**config.mk**
```make
export PLATFORM = sky130hd
export DESIGN_NAME = mul_issue_collect
export DESIGN_NICKNAME = d
export VERILOG_FILES = /design/src/rtl/mul_issue_collect.sv
export SDC_FILE = /design/constraint.sdc
export NUM_CORES = 1
export LEC_CHECK = 0
export ABC_AREA = 1
export CORE_MARGIN = 2
export CORE_UTILIZATION = 40
export DETAILED_ROUTE_END_ITERATION = 10
export HOLD_SLACK_MARGIN = 0.05
export MAX_ROUTING_LAYER = met4
export PLACE_DENSITY = 0.66
export SLEW_MARGIN = 10
export SYNTH_ARGS = -nofsm -noshare
export SYNTH_HDL_FRONTEND = slang
export SYNTH_SLANG_ARGS = --single-unit
```
**constraint.sdc**
```tcl
create_clock -name clk -period 7.35 [get_ports clk]
set_clock_uncertainty 0.1 [all_clocks]
set_input_delay 2.205 -clock clk [delete_from_list [all_inputs] [get_ports clk]]
set_output_delay 2.205 -clock clk [all_outputs]
set_load 0.05 [all_outputs]
```
**src/rtl/mul_issue_collect.sv**
```systemverilog
// Issue/collect shell around the fixed-latency vedic multiplier: registers requests onto the
// multiplier inputs, tracks each op through a tag pipe and queues results in issue order.
module mul_issue_collect #(
    parameter int WIDTH       = 32,
    parameter int MUL_LATENCY = 3,
    parameter int DEPTH       = 4
) (
    input  logic             clk,
    input  logic             rst,
    input  logic             in_valid,
    output logic             in_ready,
    input  logic [WIDTH-1:0] in_operand_a,
    input  logic [WIDTH-1:0] in_operand_b,
    input  logic [1:0]       in_opcode,
    input  logic [1:0]       in_precision,
    output logic [WIDTH-1:0] mul_operand_a,
    output logic [WIDTH-1:0] mul_operand_b,
    output logic [1:0]       mul_opcode,
    output logic [1:0]       mul_precision,
    input  logic [WIDTH-1:0] mul_result,
    output logic             out_valid,
    input  logic             out_ready,
    output logic [WIDTH-1:0] out_result,
    output logic             out_err,
    output logic [2:0]       inflight
);

    localparam int AW = $clog2(DEPTH);
    localparam int PW = AW + 1;

    // Handshakes: a transfer happens on a rising edge where valid & ready are both high.
    // Valid never waits on ready; ready never looks at the partner's valid.
    logic issue;
    logic pop;
    logic push;
    logic push_err;

    logic [MUL_LATENCY-1:0] tag_v;
    logic [MUL_LATENCY-1:0] tag_e;

    logic [PW-1:0]    wr_ptr;
    logic [PW-1:0]    rd_ptr;
    logic [PW-1:0]    fifo_count;
    logic             fifo_empty;
    logic [3:0]       credit_used;

    logic [WIDTH-1:0] res_mem [DEPTH];
    logic [DEPTH-1:0] err_mem;

    assign fifo_count  = wr_ptr - rd_ptr;
    assign fifo_empty  = (wr_ptr == rd_ptr);
    // Every slot is reserved at issue time, so a captured result always finds room.
    assign credit_used = 4'(inflight) + 4'(fifo_count);
    assign in_ready    = !rst && (credit_used < 4'(DEPTH));

    assign issue    = in_valid && in_ready;
    assign push     = tag_v[MUL_LATENCY-1];
    assign push_err = tag_e[MUL_LATENCY-1];
    assign out_valid = !fifo_empty;
    assign pop       = out_valid && out_ready;

    assign out_result = fifo_empty ? '0   : res_mem[rd_ptr[AW-1:0]];
    assign out_err    = fifo_empty ? 1'b0 : err_mem[rd_ptr[AW-1:0]];

    always_ff @(posedge clk or posedge rst) begin
        if (rst) begin
            mul_operand_a <= '0;
            mul_operand_b <= '0;
            mul_opcode    <= '0;
            mul_precision <= '0;
        end else if (issue) begin
            mul_operand_a <= in_operand_a;
            mul_operand_b <= in_operand_b;
            mul_opcode    <= in_opcode;
            mul_precision <= in_precision;
        end
    end

    // One stage per multiplier clock; the tag leaving the last stage lines up with mul_result.
    always_ff @(posedge clk or posedge rst) begin
        if (rst) begin
            tag_v <= '0;
            tag_e <= '0;
        end else begin
            tag_v[0] <= issue;
            tag_e[0] <= issue && (in_precision == 2'b11);
            for (int i = 1; i < MUL_LATENCY; i++) begin
                tag_v[i] <= tag_v[i-1];
                tag_e[i] <= tag_e[i-1];
            end
        end
    end

    always_ff @(posedge clk or posedge rst) begin
        if (rst) begin
            inflight <= '0;
        end else begin
            case ({issue, push})
                2'b10:   inflight <= inflight + 3'd1;
                2'b01:   inflight <= inflight - 3'd1;
                default: inflight <= inflight;
            endcase
        end
    end

    always_ff @(posedge clk or posedge rst) begin
        if (rst) begin
            wr_ptr <= '0;
            rd_ptr <= '0;
        end else begin
            if (push) wr_ptr <= wr_ptr + 1'b1;
            if (pop)  rd_ptr <= rd_ptr + 1'b1;
        end
    end

    // Storage needs no reset: reads are masked while the pointers say empty.
    always_ff @(posedge clk) begin
        if (push) begin
            res_mem[wr_ptr[AW-1:0]] <= push_err ? '0 : mul_result;
            err_mem[wr_ptr[AW-1:0]] <= push_err;
        end
    end

endmodule

```
== Yosys cells after proc, flatten, opt, wreduce, memory -nomap -nowiden ==
Memories as Yosys holds them, arrays and structs flattened.
Index checks and enable logic that the tools add are counted.

* $add $sub $neg: 6
* Magnitude comparators: 4
* Eq/ne operators: 4
* Mux-type cells: 11
* Reductions and logical operators: 8

{| class="wikitable"
|+ Operators with widths
! cell !! count
|-
| $mux W32 || 2
|-
| $add A3 B1 Y3 const B || 3
|-
| $lt A2 B3 Y1 const B || 2
|-
| $pmux W3 S2 || 1
|-
| $logic_and A1 B1 Y1 || 5
|-
| $mux W1 || 5
|-
| $add A3 B3 Y4 || 1
|-
| $bwmux W4 || 1
|-
| $eq A2 B2 Y1 const B || 2
|-
| $lt A4 B3 Y1 const B || 1
|-
| $eq A3 B3 Y1 || 1
|-
| $sub A3 B1 Y3 const B || 1
|-
| $sub A3 B3 Y3 || 1
|-
| $bmux W1 S2 || 1
|-
| $demux W1 S2 || 1
|-
| $eq A2 B1 Y1 const B || 1
|-
| $ge A2 B1 Y1 const B || 1
|-
| $logic_not A1 Y1 || 2
|-
| $reduce_bool A2 Y1 || 1
|}

* Register bits after elaboration: 87
* RAM bits: 128
* Input port bits: 104
* Output and inout bits: 106
* Memories: 1

{| class="wikitable"
|+ Memories
! name !! words !! bits a word !! rd ports !! clocked after memory_dff !! wr ports !! RTL line !! text
|-
| res_mem || 4 || 32 || 1 || 0 || 1 || 47 || <nowiki>logic [WIDTH-1:0] res_mem [DEPTH];</nowiki>
|}

== Longest topological paths before layout ==
* Depth after elaboration: 7
* Mapped depth: 16
* Depth with buffers taken out: 15

== Least setup slack after synthesis ==
Ideal clock, no wire load.

* Path type: input port to output port
* Start: input rst
* End: output in_ready
* Arrival: 4.126 ns
* Slack: 0.919 ns
* Cell stages on the path: 6
* Cells stage by stage: inv_2 -> nand2_1 -> nor2_4 -> buf_2 -> nand2_1 -> inv_1

* Word-level cells in the longest chain between the ends: 2

{| class="wikitable"
|+ Ends and longest elaborated chain
! what !! RTL line !! text
|-
| start, declared || 9 || <nowiki>input logic rst,</nowiki>
|-
| $logic_not A1 Y1 (no source line) || n/a ||
|-
| $logic_and A1 B1 Y1 || 54 || <nowiki>assign in_ready = !rst && (credit_used < 4'(DEPTH));</nowiki>
|-
| end, declared || 11 || <nowiki>output logic in_ready,</nowiki>
|}

Every way passes these cells.

== Final worst setup path ==
Ends and elaborated chain as after synthesis.

==> impl_metrics.json <==
{
  "status": "finished clean",
  "finalHoldViolations": 0,
  "ys_ff_latch": 215,
  "initial_core_util": 0.409,
  "maxSlewHeadroom": 0.322,
  "synthToLayoutAreaGrowth_pct": 30.9,
  "synth_edf_count": 132,
  "critical_path.slowest_cell": "clkdlybuf4s50_1",
  "numCtsBuffers": 23,
  "numPortBuffers": 209,
  "fillerInstances": 2024,
  "post_cts_buffers": 0,
  "antenna_left": 0,
  "postSynthAreaPerCell_sq_um": 10.1,
  "synth_async_sr_flop_share": 0.386,
  "die_w_um": 156,
  "die_area_sq_um": 24500,
  "mappedNetlistArea_sq_um": 9300,
  "grt_usage": 0.189,
  "slew_violations": 0,
  "postSynthCellCount": 916,
  "first_global_vias": 6757,
  "num_antenna_cells": 0,
  "gp_congestion": 0.764,
  "drive_gt1_frac": 0.0873,
  "setup_tns_ns": 0,
  "grt_overflow": 0,
  "synth_ff_type": "edfxtp_1",
  "worst_pin_slew_ns": 1.02,
  "cts.sinks": 215,
  "ios": 210,
  "hold_class": "flop to flop",
  "required_ns": 5.05,
  "wl_met2_um": 10900,
  "ys_seq_area_frac": 0.650,
  "crit_path_max_fanout": 11,
  "drt-wirelength-per-cell_um": 15.9,
  "pre_cts_slack_ns": 1.63,
  "path_clk_slew_ns": 0.06,
  "synth-warning-count": 0,
  "path_class": "input pin to output port",
  "rsz0062_at_grt": "no",
  "nets": 1221,
  "vias": 6878,
  "antenna_found_initial": 0,
  "root_buffer": "clkbuf_16",
  "crit_arrival_ns": 3.39,
  "register_area_sq_um": 6040,
  "cts.repair.resized": 0,
  "cts_tree": "built",
  "wl_met3_um": 2160,
  "period_needed_ns": 5.70,
  "finalCoreUtilization": 0.536,
  "dr.pass1.iters": 5,
  "worst_path_largest_cell_delay_ns": 0.50,
  "rows": 55,
  "fin_ws_ns": 1.65,
  "via_per_inst": 4.89,
  "ctsHoldBuffers": 0,
  "cts.htree.levels": 1,
  "multi_input_area_sq_um": 2640,
  "core_area_sq_um": 22700,
  "grt_pass1_wl_um": 35100,
  "fin_crit_sh": 0.775,
  "clock_latency_ns": 0.51,
  "syn_nets": 1032,
  "path_cells": "clkdlybuf4s50_1, clkinv_2, nand2_1, nor2_4, nand2_1, inv_1, buf_12",
  "whs_ns": 0.242,
  "cap_violations": 0,
  "crit_top_cell": "nand2_1",
  "synth.lib_cells_used.distinct": 27,
  "max_freq_mhz": 176,
  "endpoint_kind": "output port",
  "routed_wl_um": 22400,
  "drc": 0,
  "dp_hpwl_um": 12900,
  "clockBufferDepth": 3,
  "die_y_um": 156,
  "drt_iter0_drc": 307,
  "final_cell_mix": "nand2_1, clkdlybuf4s50_1, edfxtp_1, dfrtp_1, nand4_1",
  "setup-violations-final": 0,
  "cp-start-kind": "input pin",
  "routed.top_layer": "met4",
  "grt_max_degree": 75,
  "layout_commonest_cell": "nand2_1",
  "drt-met1-wl_um": 8990
}
## worst max-delay path: cells and delay by family
kind / cells / cell delay (ns)
buffers and inverters: 4 / 0.92
and+or+nand+nor: 3 / 0.26
## sequential cells by signal (all words and copies together), names as in the netlist
name and count:
tag_v 3, mul_operand_b 32, wr_ptr 3, res_mem 128
mul_operand_a 32, tag_e 3, inflight 3, err_mem 4
mul_precision 2, rd_ptr 3, mul_opcode 2
## final timing paths
| path | startpoint | cells past startpoint | slack [ns] | to |
|---|---|---|---|---|
| worst max register to register | rd_ptr[1] | 11 | 3.64 | inflight[1] |
| worst max-delay path | rst | 7 | 1.65 | in_ready |
| worst min register to register | tag_v[0] | 0 | 0.24 | tag_v[1] |
| min in group asynchronous | rst | 2 | 1.85 | mul_operand_a[6] |
| worst min-delay path | tag_v[0] | 0 | 0.24 | tag_v[1] |
| max in group asynchronous | rst | 3 | 4.07 | rd_ptr[0] |
## metrics by stage
step                cells  cell area (sq um)
global route         1407              12200
finish               1407              12200
detailed placement   1365              11400
CTS                  1407              12200
global placement     1365              11400
floorplan             916               9300
## cell type report
cell class	count	share of cell area
clock inverters	18	0.0187
well taps	285	0.0293
flip-flops and latches	215	0.497
repair buffers	222	0.174
inverters	56	0.0175
clock buffers	24	0.0476
multi-input cells	587	0.217
## cell usage after synthesis (2+ instances only)
cell type,number,area share
ha_1,10,0.013
nand2_1,423,0.17
nand4_1,68,0.046
nor2_1,35,0.014
nand3_1,3,0.0016
inv_2,3,0.0012
fa_1,2,0.0043
a21oi_1,29,0.016
o21ai_0,2,0.0011
edfxtp_1,132,0.43
inv_1,51,0.021
xor2_1,3,0.0028
dfrtp_1,83,0.22
buf_6,17,0.021
a21oi_2,4,0.0038
xnor2_1,3,0.0028
buf_4,6,0.0048
buf_2,23,0.012
clkbuf_1,11,0.0044
## routing by layer
layer / global-route usage / vias to the layer above
met5: - / -
met4: 0.0441 / 0
met3: 0.0559 / 28
met2: 0.318 / 267
met1: 0.226 / 3226
li1: - / 3357
## cell families (layout without fill, tap and decap cells)
kind of cell               count (synthesis)  in the layout  share of synthesized area
AOI/OAI and AO/OA                         35             35                     0.0205
DFF                                      215            215                      0.650
xor gates and xnor gates                   6              6                    0.00565
buffers and inverters                    114            320                     0.0666
and+or+nand+nor                          534            534                      0.240
adders and majority gates                 12             12                     0.0178
Power is not shown: default switching activity piles up to over one toggle a cycle in this logic, so the estimate is an artifact.
==> edit: new RTL, same flow settings <==
The parameter `WIDTH` goes from 32 to 64.
--- a/src/rtl/mul_issue_collect.sv
+++ b/src/rtl/mul_issue_collect.sv
@@ -1,7 +1,7 @@
 // Issue/collect shell around the fixed-latency vedic multiplier: registers requests onto the
 // multiplier inputs, tracks each op through a tag pipe and queues results in issue order.
 module mul_issue_collect #(
-    parameter int WIDTH       = 32,
+    parameter int WIDTH       = 64,
     parameter int MUL_LATENCY = 3,
     parameter int DEPTH       = 4
 ) (
Ports: changed (6 resized); port bits go from 210 to 402. The function was not compared with the original's and may differ.
==> edit against the unedited design <==
Global-route usage is 3.5 points higher. Largest cell class unchanged. Final cell count rose by 87%. Cell area up 87%. Register-to-register slack worse by 1.1 ns. Synthesized area grew 84%. Non-clock buffer count grew 197. Setup slack worse by 0.35 ns. Critical path depth grew 1. Routed wire length up 110%. Die area increased by 82%. Sequential cell count up 192.
==> edit: results (changes against the unedited design) <==
dpl cell area 21,400 um^2 (+89%); CP arrival 3.74 ns (+0.35 ns); vias 13,062 (+90%); post-synthesis sequential area ratio 67.2% (+2.2 points); largest family of logic cells by synthesized area simple AND/OR/NAND/NOR gates; CTS buffer count 42 (+83%); pre-CTS setup slack 1.73 ns (+0.107 ns); slowest stage delay, CP 0.73 ns (+0.23 ns); Clock Latency Late Sink 0.56 ns (+0.05 ns); routed vias/inst 4.96 (+1.4%); fraction of registers with async set/reset 36.1% (-2.5 points); Synth Area in Adders 0.966% (-0.81 points); share of layout cells above drive strength 1 4.26% (-4.5 points); gr usage total 22.4% (+3.5 points); Final #Nets 2,269 (+86%); H-tree depth 2 (+1); syn nets 1,921 (+86%); worst-path fanout max 57 (+46); Most used DFF post-synth edfxtp_1; WL per Instance 18.3 um (+15%); top cells by count, synth 807 x nand2_1, 260 x edfxtp_1, 147 x dfrtp_1; Largest register FFs 256 (+100%); Compound-Gate Fraction of Synth Area 1.96% (-0.085 points); vias in the first global route 13,031 (+93%); Avg Cell Area, Syn 10.0 um^2 (-1.4%); Synth Area in XOR/XNOR 0.307% (-0.26 points); first-pass GRT wire length 74,100 um (+110%); Worst-Margin Slew 1.07 ns (+0.0513 ns); Worst R2R Path Depth 10 (-1); Post-synth EDFFs 260 (+97%); iteration-0 DRC count of the detailed router 1,055 (+240%); status finished clean; CP max stage cell dfrtp_4; largest net degree at the start of global routing 97 (+29%); initial antenna violation count 8 (+8); Synth area leaders edfxtp_1 46%, dfrtp_1 22%, nand2_1 18%, nand4_1 4.8%, a21oi_1 1.9%; count of cell types in the netlist 22 (-19%)
==> edit: logic make-up after synthesis <==
logic type                 count (synthesis)
adders and majority gates                 12
buffers and inverters                    203
and+or+nand+nor                         1014
xor gates and xnor gates                   6
DFF                                      407
AOI/OAI and AO/OA                         67
==> edit: final cells by class <==
| class | count | area (um^2) | share of cell area (%) |
|---|---|---|---|
| Sequential cell | 407 | 11500 | 50.6 |
| Multi-Input combinational cell | 1099 | 4740 | 20.9 |
| Timing Repair Buffer | 419 | 4170 | 18.4 |
| Clock buffer | 63 | 1200 | 5.29 |
| Tap cell | 539 | 674 | 2.97 |
| Inverter | 88 | 338 | 1.49 |
| Clock inverter | 13 | 63.8 | 0.281 |
| Antenna cell | 7 | 17.5 | 0.0772 |
==> edit: per-layer routing <==
metal | vias to the layer above | GRT usage [%] | wire length (um)
li1 | 6306 | - | -
met1 | 6199 | 26.5 | 18500
met2 | 481 | 36.0 | 23400
met3 | 76 | 7.72 | 4740
met4 | 0 | 7.29 | 1390
met5 | - | - | 0
==> edit: power groups by stage <==
stage	clock network, mW	logic (mW)	registers (mW)
2_1_floorplan	0	3.36	4.52
3_5_place_dp	0	6.74	3.39
5_1_grt	2.13	7.15	3.42
3_3_place_gp	0	6.71	3.37
6_report	1.98	6.69	3.36
4_1_cts	2.03	6.75	3.36
==> edit: path summary, 6_finish.rpt <==
path	startpoint	endpoint	slack (ns)
setup / recovery	rd_ptr[0]	out_result[35]	1.30
hold / removal	tag_e[1]	tag_e[2]	0.23
setup reg to reg	rd_ptr[1]	inflight[1]	2.58
hold reg to reg	tag_e[1]	tag_e[2]	0.23
max in group asynchronous	rst	rd_ptr[0]	3.31
min in group asynchronous	rst	tag_e[0]	2.24
